### src/rtl/prim_clock_gate_ctrl_if.sv
// prim_clock_gate_ctrl_if: handshake and status bundle between a gated unit and its clock-gate controller.
interface prim_clock_gate_ctrl_if #(
    parameter int CNT_W = 16
);
    logic             enable_i;
    logic             busy_i;
    logic             wake_i;
    logic             sleep_ack_i;
    logic             sleep_req_o;
    logic             clk_en_o;
    logic             ready_o;
    logic [CNT_W-1:0] gate_cnt_o;
    modport master (
        output enable_i, busy_i, wake_i, sleep_ack_i,
        input  sleep_req_o, clk_en_o, ready_o, gate_cnt_o
    );
    modport slave (
        input  enable_i, busy_i, wake_i, sleep_ack_i,
        output sleep_req_o, clk_en_o, ready_o, gate_cnt_o
    );
endinterface

### src/rtl/prim_clock_gate_ctrl.sv
// prim_clock_gate_ctrl: idle-driven sleep handshake producing a registered enable for a clock-gating cell.
module prim_clock_gate_ctrl #(
    parameter int IDLE_CYCLES = 16,
    parameter int WAKE_CYCLES = 2,
    parameter int CNT_W       = 16
) (
    input logic                  clk_i,
    input logic                  rst_i,
    prim_clock_gate_ctrl_if.slave bus
);
    localparam int MX = (IDLE_CYCLES > WAKE_CYCLES) ? IDLE_CYCLES : WAKE_CYCLES;
    localparam int CW = $clog2(MX + 1);
    localparam logic [CW-1:0] IDLE_LAST = CW'(IDLE_CYCLES - 1);
    localparam logic [CW-1:0] WAKE_LAST = CW'(WAKE_CYCLES - 1);
    localparam logic [1:0] RUN = 2'd0, SREQ = 2'd1, GATED = 2'd2, WAKE = 2'd3;
    logic [1:0]       r_state, w_nstate;
    logic [CW-1:0]    r_cnt, w_ncnt;
    logic [CNT_W-1:0] r_gate_cnt;
    logic             r_clk_en, r_ready, r_sleep_req;
    logic             w_idle, w_gate;
    assign w_idle = !bus.busy_i && !bus.wake_i && bus.enable_i;
    // r_cnt serves as idle counter in RUN and wake counter in WAKE; it is zero elsewhere
    always_comb begin
        w_nstate = r_state;
        w_ncnt   = '0;
        w_gate   = 1'b0;
        case (r_state)
            RUN: begin
                w_nstate = (w_idle && r_cnt == IDLE_LAST) ? SREQ : RUN;
                w_ncnt   = (w_idle && r_cnt != IDLE_LAST) ? r_cnt + 1'b1 : '0;
            end
            SREQ: begin
                w_nstate = !w_idle ? RUN : bus.sleep_ack_i ? GATED : SREQ;
                w_gate   = w_idle && bus.sleep_ack_i;
            end
            GATED: w_nstate = (bus.wake_i || bus.busy_i || !bus.enable_i) ? WAKE : GATED;
            default: begin
                w_nstate = (r_cnt == WAKE_LAST) ? RUN : WAKE;
                w_ncnt   = (r_cnt == WAKE_LAST) ? '0 : r_cnt + 1'b1;
            end
        endcase
    end
    // outputs are decoded from the next state so each one is a clean flop output
    always_ff @(posedge clk_i) begin
        if (rst_i) begin
            r_state     <= RUN;
            r_cnt       <= '0;
            r_gate_cnt  <= '0;
            r_clk_en    <= 1'b1;
            r_ready     <= 1'b1;
            r_sleep_req <= 1'b0;
        end else begin
            r_state     <= w_nstate;
            r_cnt       <= w_ncnt;
            r_gate_cnt  <= (w_gate && !(&r_gate_cnt)) ? r_gate_cnt + 1'b1 : r_gate_cnt;
            r_clk_en    <= w_nstate != GATED;
            r_ready     <= w_nstate == RUN;
            r_sleep_req <= w_nstate == SREQ;
        end
    end
    assign bus.clk_en_o    = r_clk_en;
    assign bus.ready_o     = r_ready;
    assign bus.sleep_req_o = r_sleep_req;
    assign bus.gate_cnt_o  = r_gate_cnt;
endmodule
### src/flat_wrapper.sv
// flat-port wrapper written by rule: the top's interface ports become plain ports
module prim_clock_gate_ctrl_flat 
#(
    parameter int IDLE_CYCLES = 16,
    parameter int WAKE_CYCLES = 2,
    parameter int CNT_W       = 16
)
  (clk_i, rst_i, bus_enable_i, bus_busy_i, bus_wake_i, bus_sleep_ack_i, bus_sleep_req_o, bus_clk_en_o, bus_ready_o, bus_gate_cnt_o);
  prim_clock_gate_ctrl_if #(.CNT_W(CNT_W)) bus_i ();
  input logic clk_i;
  input logic rst_i;
  input wire logic [$bits(bus_i.enable_i)-1:0] bus_enable_i;
  input wire logic [$bits(bus_i.busy_i)-1:0] bus_busy_i;
  input wire logic [$bits(bus_i.wake_i)-1:0] bus_wake_i;
  input wire logic [$bits(bus_i.sleep_ack_i)-1:0] bus_sleep_ack_i;
  output wire logic [$bits(bus_i.sleep_req_o)-1:0] bus_sleep_req_o;
  output wire logic [$bits(bus_i.clk_en_o)-1:0] bus_clk_en_o;
  output wire logic [$bits(bus_i.ready_o)-1:0] bus_ready_o;
  output wire logic [$bits(bus_i.gate_cnt_o)-1:0] bus_gate_cnt_o;
  assign bus_i.enable_i = bus_enable_i;
  assign bus_i.busy_i = bus_busy_i;
  assign bus_i.wake_i = bus_wake_i;
  assign bus_i.sleep_ack_i = bus_sleep_ack_i;
  assign bus_sleep_req_o = bus_i.sleep_req_o;
  assign bus_clk_en_o = bus_i.clk_en_o;
  assign bus_ready_o = bus_i.ready_o;
  assign bus_gate_cnt_o = bus_i.gate_cnt_o;
  prim_clock_gate_ctrl #(.IDLE_CYCLES(IDLE_CYCLES), .WAKE_CYCLES(WAKE_CYCLES), .CNT_W(CNT_W)) u_core (.clk_i(clk_i), .rst_i(rst_i), .bus(bus_i));
endmodule
### config.mk
export PLATFORM = sky130hd
export DESIGN_NAME = prim_clock_gate_ctrl_flat
export DESIGN_NICKNAME = d
export VERILOG_FILES = /design/src/rtl/prim_clock_gate_ctrl_if.sv /design/src/rtl/prim_clock_gate_ctrl.sv /design/src/flat_wrapper.sv
export SDC_FILE = /design/constraint.sdc
export NUM_CORES = 1
export LEC_CHECK = 0
export CAP_MARGIN = 25
export CORE_UTILIZATION = 30
export DETAILED_ROUTE_END_ITERATION = 10
export PLACE_DENSITY = 0.59
export SYNTH_ARGS = -nofsm -noshare
export SYNTH_HDL_FRONTEND = slang
export SYNTH_SLANG_ARGS = --single-unit
### constraint.sdc
create_clock -name clk_i -period 1.9 [get_ports clk_i]
set_input_delay 0.19 -clock clk_i [delete_from_list [all_inputs] [get_ports clk_i]]
set_output_delay 0.19 -clock clk_i [all_outputs]
set_load 0.05 [all_outputs]
### Word-level counts from Yosys, hierarchy flattened

Index checks and enable logic that the tools add are counted.

* register bits after elaboration: 26
* output and inout bits: 19
* word-level logic and storage cells: 41

* add/sub/neg operators: 2
* equality and inequality tests: 7
* muxes and demuxes: 10
* reductions and logical operators: 16

Operators with widths (number)
* adder 16 x 1 -> 16 bit (second input constant): 1
* AND reduction 16 bit: 1
* 2-to-1 mux 5 bit: 2
* case mux 5 bit (2 select lines): 1
* logical AND 1 bit: 6
* 2-to-1 mux 2 bit: 3
* case mux 2 bit (3 select lines): 1
* adder 5 x 1 -> 5 bit (second input constant): 1
* == test 5 x 1 -> 1 bit (second input constant): 1
* == test 5 x 4 -> 1 bit (second input constant): 1
* != test 5 x 4 -> 1 bit (second input constant): 1
* == test 2 x 1 -> 1 bit (second input constant): 2
* logical NOT 1 bit: 4
* logical NOT 2 bit: 2
* 2-to-1 mux 1 bit: 3
* == test 2 bit (second input constant): 1
* logical OR 1 bit: 2
* != test 2 bit (second input constant): 1
* OR reduction 2 bit: 1

### Longest topological paths before layout

* depth in word-level cells: 7
* mapped depth: 7

### Least setup slack after synthesis

Ideal clock, no wire load.

* path kind: reg2reg
* from: register u_core.r_gate_cnt[1], in the netlist u_core.bus.gate_cnt_o[1]
* to: register u_core.r_gate_cnt[5], in the netlist u_core.bus.gate_cnt_o[5]
* library setup time: 0.123 ns
* arrival time: 2.016 ns
* data required time: 1.777 ns
* setup slack: -0.239 ns
* cell stages (with the launch flop): 7
* buffers on the path: 1
* clock period less this slack: 2.139 ns
* cell sequence: dfxtp_1 ha_1 nand4_1 nor4_2 buf_2 nor4_2 mux2_1

* word-level cells in the longest chain between the ends: 3
* elaborated cells on any way between the ends: 4
* classes of those cells: add/sub (1); reduce/logical (3)

RTL lines
* start: declaration: RTL line prim_clock_gate_ctrl.sv:18 `logic [CNT_W-1:0] r_gate_cnt;`
* start signal: assignment: RTL line prim_clock_gate_ctrl.sv:55 `r_gate_cnt <= (w_gate && !(&r_gate_cnt)) ? r_gate_cnt + 1'b1 : r_gate_cnt;`
* branches (longest 3 deep; another with adder 16 x 1 -> 16 bit)

Several ways; the timed one is not identified.
A chain may end at the register's enable or synchronous reset.

### Worst setup path after layout

* from: register u_core.r_gate_cnt[0], in the netlist u_core.bus.gate_cnt_o[0]
* to: register u_core.r_gate_cnt[7], in the netlist u_core.bus.gate_cnt_o[7]

Same word-level chain as after synthesis.

==> results_dict.tcl <==
set metrics [dict create \
    synthCells 141 \
    cpPeakStageDelay_ns 0.37 \
    synth.cell_area_mm2 0.00129 \
    dieHeight_um 67.6 \
    worst_slew_pin_slew_ns 0.505 \
    drc 0 \
    yosysTopAreaCell "dfxtp_1" \
    critical_path.max_fanout 13 \
    via_per_inst 5.26 \
    endpoint_kind "flip-flop" \
    grt_max_degree 16 \
    stdcell_count 227 \
    clk_pin_slew_ns 0.09 \
    fin_crit_sh 0.919 \
    clockBufferDepth 2 \
    hold_violations 0 \
    outcome "completed" \
    io_pins 25 \
    cpLargestDelayFamily "simple AND/OR/NAND/NOR gates" \
    crit_buf_inv 1 \
    async_reset_ff_frac 0 \
    crit_path_start "u_core.bus.gate_cnt_o[0]$_SDFFE_PP0P_" \
    min_to "u_core.r_cnt[0]$_SDFF_PP0_" \
    post_drt_wl_per_cell_um 12.7 \
    numCtsBuffers 3 \
    cts-root-buf "clkbuf_8" \
    start_kind "flip-flop" \
    drt-initial-drc-count 50 \
    post_cts_resized 0 \
    power_leakage_nw 0.595 \
    core.rowCount 23 \
    whs_path_depth 1 \
    routabilityCongestion 0.777 \
    crit_required_ns 2.07 \
    max_cap_violations 0 \
    layout-drive-gt1-share 0.192 \
    syn2layout_area_growth_pct 35.6 \
    final_nets 188 \
    synth_edf_count 0 \
    ant_nets 0 \
    diodes 0 \
    setup_viol 0 \
    synth.top_cell.area_share 0.403 \
    cts_max_level 1 \
    post-cts-setup-buffers 0 \
    hp-class "flip-flop to flip-flop" \
    ys.flop_type "dfxtp_1" \
    die-area_mm2 0.00457 \
    io_buffers 24 \
    peakVddDrop_uv 258 \
    r2r_slack_ns 0.15 \
    rr_startpoint "u_core.bus.gate_cnt_o[0]$_SDFFE_PP0P_" \
    p_per_area_mw_per_mm2 605 \
    ys_top_cells_by_area "dfxtp_1 (40%), o31ai_1 (5.2%), or4_1 (4.7%)" \
    rsz0062_at_grt "no" \
    finalMaxSlewViolations 0 \
    fmax_mhz 573 \
    synth_cell_types 39 \
    grt_pass1_wl_um 4860 \
    die_w_um 67.6 \
    core_mm2 0.00406 \
    crit_chain "ha_1 -> nand4_1 -> nor4_2 -> buf_4 -> nor4b_1 -> mux2_2" \
    clk-insertion-delay-late_ns 0.27 \
    min_period_ns 1.75 \
    critPathKind "flip-flop to flip-flop" \
    synth_area_per_cell_um2 9.15 \
    hold_start "u_core.r_cnt[0]$_SDFF_PP0_" \
    slew_headroom 0.662 \
    seq_area_frac_synth 0.403 \
    cp_slowest_cell "dfxtp_4" \
    hpwlAfterDp_um 2280 \
    fin_setup_tns_ns 0 \
    final_core_util 0.431 \
    synth_seq_cells 26 \
    final_area_mm2 0.00175 \
    cts_tree "built" \
    grt_antenna_before_repair 0 \
    cts_sinks 26 \
    yosysWarningCount 0 \
    synth_nets 151 \
    arrival_ns 1.91 \
    hold_buffers 0 \
    start_util 0.318 \
    rr_worst_depth 6 \
    grt-ovfl-total 0 \
    firstDrtPassIters 5 \
    routed_wl_um 2880 \
    finClkSkew_ns 0.00501 \
    place_inst 223 \
    num_vias 1193 \
    r2r-end "u_core.bus.gate_cnt_o[7]$_SDFFE_PP0P_" \
    placed_area_mm2 0.00168 \
    first_global_vias 1122 \
    grtUsageTotal 0.141 \
]
-- kinds of logic (layout without fill, tap and decap cells) --
kind of cell | after synthesis | after routing | share of synthesized area
flops | 26 | 26 | 0.403
compound gates | 30 | 30 | 0.152
buf+inv | 9 | 45 | 0.0281
xor+xnor | 2 | 2 | 0.0136
fa+ha+maj | 4 | 4 | 0.0388
simple gates | 67 | 67 | 0.339
mux | 3 | 3 | 0.0252
-- cells in the mapped netlist, types with 4 or more instances --
cell and n:
or4_1 8, dfxtp_1 26, nor2b_1 4, inv_1 5, ha_1 4, nor2_1 13, nand3_1 8, nand4_1 6
nand2_1 8, o31ai_1 9, and4_1 5, a21oi_1 10
-- sequential cells by signal, indices dropped and copies added (netlist names) --
register and count:
u_core.bus.ready_o 1, u_core.bus.gate_cnt_o 16, u_core.r_cnt 5, u_core.r_state 2, u_core.bus.clk_en_o 1, u_core.bus.sleep_req_o 1
-- metal layers --
layer	wire [um]	up-vias	global-route usage
met5	0	-	0
met1	1310	560	0.156
li1	-	611	-
met4	10	0	0.0372
met3	79	2	0.0321
met2	1480	20	0.265
-- layout make-up --
class                   count  area [um^2]
repair buffers             36          330
multi-input cells         106          733
flip-flops and latches     26          538
clock buffers               4         66.3
well taps                  50         62.6
fillers                   402         2310
inverters                   5         18.8
-- cells in the final DEF (no fill, tap or decap), drive strengths merged --
master,netlist,final
a21o,2,2
a21oi,10,10
a31oi,2,2
and2,1,1
and3,2,2
and4,5,5
buf,2,12
clkbuf,2,4
clkdlybuf4s50,0,24
dfxtp,26,26
ha,4,4
inv,5,5
mux2,2,2
mux2i,1,1
nand2,9,9
nand3,8,8
nand4,8,8
nor2,13,13
nor2b,4,4
nor3,1,1
nor4,2,2
nor4b,2,2
o211ai,1,1
o21ai,3,3
o221a,1,1
o311ai,1,1
o31ai,9,9
o41ai,1,1
or2b,1,1
or3,2,2
or4,8,8
or4b,1,1
xnor2,1,1
xor2,1,1
-- report_power, final --
part           total, mW  switching [mW]  internal (mW)
Sequential         0.561         0.00798          0.553
Clock              0.404           0.175          0.229
Combinational     0.0933          0.0548         0.0384
-- through the flow --
stage / power (mW) / hold slack [ns] / setup slack [ns]
after global routing: 1.11 / 0.512 / 0.0127
after floorplan: 0.627 / 0.407 / 0.00591
final: 1.06 / 0.476 / 0.154
after detailed placement: 0.668 / 0.459 / -0.104
after global placement: 0.665 / 0.445 / -0.0656
after CTS: 1.08 / 0.483 / 0.147
-- worst max path at each step --
stage                                                        end  slack [ns]  cells after the start
after detailed placement  u_core.bus.gate_cnt_o[15]$_SDFFE_PP0P_       -0.10                      6
after CTS                  u_core.bus.gate_cnt_o[7]$_SDFFE_PP0P_        0.15                      6
after global routing       u_core.bus.gate_cnt_o[7]$_SDFFE_PP0P_        0.01                      6
final                      u_core.bus.gate_cnt_o[7]$_SDFFE_PP0P_        0.15                      6
after global placement     u_core.bus.gate_cnt_o[7]$_SDFFE_PP0P_       -0.07                      5
after floorplan            u_core.bus.gate_cnt_o[5]$_SDFFE_PP0P_       0.006                      5
(Power assumes the default switching activity.)
